File: config.mk
export PLATFORM = sky130hd
export DESIGN_NAME = universal_gate_checker_settle_timer
export DESIGN_NICKNAME = d
export VERILOG_FILES = /design/src/rtl/universal_gate_checker_settle_timer.sv
export SDC_FILE = /design/constraint.sdc
export NUM_CORES = 1
export LEC_CHECK = 0
export CORE_AREA = 2 2 39 41
export CTS_CLUSTER_SIZE = 12
export DETAILED_ROUTE_END_ITERATION = 6
export DIE_AREA = 0 0 41 43
export GPL_ROUTABILITY_DRIVEN = 0
export MAX_ROUTING_LAYER = met4
export PLACE_DENSITY = 0.3
export SYNTH_ARGS = -nofsm -noshare
export SYNTH_HDL_FRONTEND = slang
export SYNTH_SLANG_ARGS = --single-unit
File: constraint.sdc
create_clock -name clk -period 1.34 [get_ports clk]
set_input_delay 0.268 -clock clk [delete_from_list [all_inputs] [get_ports clk]]
set_output_delay 0.268 -clock clk [all_outputs]
set_load 0.05 [all_outputs]
File: src/rtl/universal_gate_checker_settle_timer.sv
// rtl/universal_gate_checker_settle_timer.sv - loadable down-counter flagging the last settle cycle
module universal_gate_checker_settle_timer #(
    parameter int W = 2
) (
    input  logic         clk,
    input  logic         rst_n,
    input  logic         load,
    input  logic [W-1:0] load_val,
    input  logic         dec,
    output logic         expire
);

    logic [W-1:0] count_q;
    logic [W-1:0] count_d;

    // Load has priority; decrement stops at zero
    always_comb begin
        count_d = count_q;
        if (load) begin
            count_d = load_val;
        end else if (dec && (count_q != '0)) begin
            count_d = count_q - W'(1);
        end
    end

    // Counter register
    always_ff @(posedge clk or negedge rst_n) begin
        if (!rst_n) begin
            count_q <= '0;
        end else begin
            count_q <= count_d;
        end
    end

    // The cycle the count reads one is the last settle cycle
    assign expire = (count_q == W'(1));

endmodule

==> out/metrics.yaml <==
cp-start-kind: "flip-flop"
rsz0062_at_grt: "yes"
pwr_density_cell_nw_per_um2: 1140
synth.area.mux_share_pct: 0
placed_cell_area_um2: 251
die_height_um: 43
cts_root_buffer: "clkbuf_4"
overflow: 0
synth.top_cells.by_area: "dfrtp_1, ha_1, or4b_1, o311ai_1, inv_1"
critical_path_arrival_ns: 1.03
drtPass1Iterations: 4
rr_endpoint: "count_q[1]"
yosys.area.top_type: "dfrtp_1"
cts_tree: "built"
dpl.hpwl_um: 260
critPathKind: "reg2out"
syn-num-nets: 22
r2r_slack_ns: 0.05
synth_cells: 14
vias: 149
diodes: 0
finalCriticalPeriod_ns: 1.30
ir_drop_uv: 265
avgSynthCellArea_um2: 9.92
io_pins: 7
skew_ns: 0.00108
syn2layout_area_growth_pct: 106
reg2reg_from: "count_q[0]"
worstMarginPinSlew_ns: 0.222
grt_pass1_wl_um: 558
drv_cap: 0
setup_ws_ns: 0.0383
synth-compound-area-share_pct: 11.7
grt_usage_pct: 5.76
ys_seq_elements: 2
ctsHoldBuffers: 0
synth_cell_type_count: 9
num-fill-cells: 152
largest-register: "count_q"
antenna_left: 0
slew_violations: 0
cp_max_fo: 3
clock_path_buffers: 2
wire_per_inst_um: 7.50
cp.required_ns: 1.07
status: "completed"
first_iter_violations: 1
yosys.area_share.adder_pct: 18.0
num_rows: 14
grt_max_degree: 5
wl_um: 315
reg2regPathDepth: 4
place_worst_setup_slack_ns: -0.0834
hp-class: "in2async"
drc_errors: 0
p_total_uw: 327
slew_headroom_pct: 85.0
antenna_found_initial: 0
synth_top_family_by_area: "simple AND/OR/NAND/NOR gates"
nets: 36
ys_warn_count: 0
setup_violations: 0
synth-simple-area-share_pct: 28.8
leakagePower_uw: 0.000122
die_x_um: 41
core_um2: 1380
numCtsBuffers: 3
drt-vias-per-instance: 3.55
largest_register_ffs: 2
cts_max_level: 1
portBuffers: 6
drive_gt1_share_pct: 30.8
syn_area_um2: 139
clock-sinks: 2
cp-startpoint: "count_q[0]"
clock_latency_ns: 0.23
synth_top_area_share_pct: 36.0
reg_top3: "count_q: 2 flops"
grt_pass1_vias: 130
final_area_um2: 287
clk_pin_slew_ns: 0.03
max_freq_mhz: 768
hold_viol_final: 0
die_area_um2: 1760
crit_path_end_kind: "output port"
finalCritPeriodShare_pct: 97.1
synthXorXnorAreaFrac_pct: 0
ys_seq_area_share_pct: 36.0
start_util_pct: 10.0
routing by layer:
metal  vias up  share of wire [%]  GRT usage, %
met5         -                  0             -
met4         0                  0          6.00
met3         0                 15          6.28
met2         7                 37          5.31
met1        66                 47          5.77
li1         76                  -             -
cell usage after synthesis (all sizes together):
cell type	instances
dfrtp	2
o311ai	1
inv	2
nand2	2
ha	2
nor2b	1
nand2b	1
o211ai	1
or4b	2
what timing repair did:
action                     in CTS  in global routing
gates resized for setup         2                  0
setup endpoints to repair       2                  2
pin swaps                       1                  0
gates cloned                    0                  0
setup buffers                   0                  0
placed cells by master, fill, tap and decap left out:
| cell | instances |
|---|---|
| dfrtp_1 | 2 |
| buf_4 | 3 |
| clkbuf_4 | 3 |
| buf_12 | 1 |
| clkdlybuf4s50_1 | 5 |
| nand2b_1 | 1 |
| ha_4 | 1 |
| ha_1 | 1 |
| or4b_1 | 2 |
| o211ai_1 | 1 |
| inv_1 | 2 |
| nor2b_1 | 1 |
| o311ai_1 | 1 |
| nand2_1 | 2 |
worst max-delay path, stage by stage, from the launching register on:
cell	delay, ns
dfrtp_1	0.36
buf_4	0.15
ha_4	0.16
buf_12	0.14
worst max-delay path by stage:
stage | endpoint | cells after the start
after floorplan | count_q[1] | 4
after global placement | count_q[1] | 3
after detailed placement | count_q[1] | 3
after CTS | expire | 3
after global routing | count_q[1] | 4
final | expire | 3
cell type report:
cell class	count	area, um^2	area share (%)
clock buffer	3	22.5	7.86
inverter	2	7.51	2.62
multi-input combinational	10	93.8	32.8
sequential	2	50.0	17.5
tap	16	20.0	6.99
timing repair buffer	9	92.6	32.3
per-stage QoR:
step                      hold slack, ns  TNS [ns]  utilization (%)  instances
after floorplan                  -0.0276         0                -         14
after global placement             0.439    -0.173             18.2         39
after detailed placement           0.443    -0.146             18.2         39
after CTS                          0.199         0             20.7         42
after global routing               0.206   -0.0527             20.7         42
final                              0.207         0             20.7         42
report_power, final:
part	switching [uW]	internal, uW
Sequential	2.95	70.0
Combinational	53.1	64.6
Clock	37.2	99.1
kinds of logic after synthesis:
family / count (synthesis)
AOI/OAI and AO/OA: 2
adders and majority gates: 2
buffers and inverters: 2
DFF: 2
and+or+nand+nor: 6
Note: power is estimated with default switching activity, not from simulation.
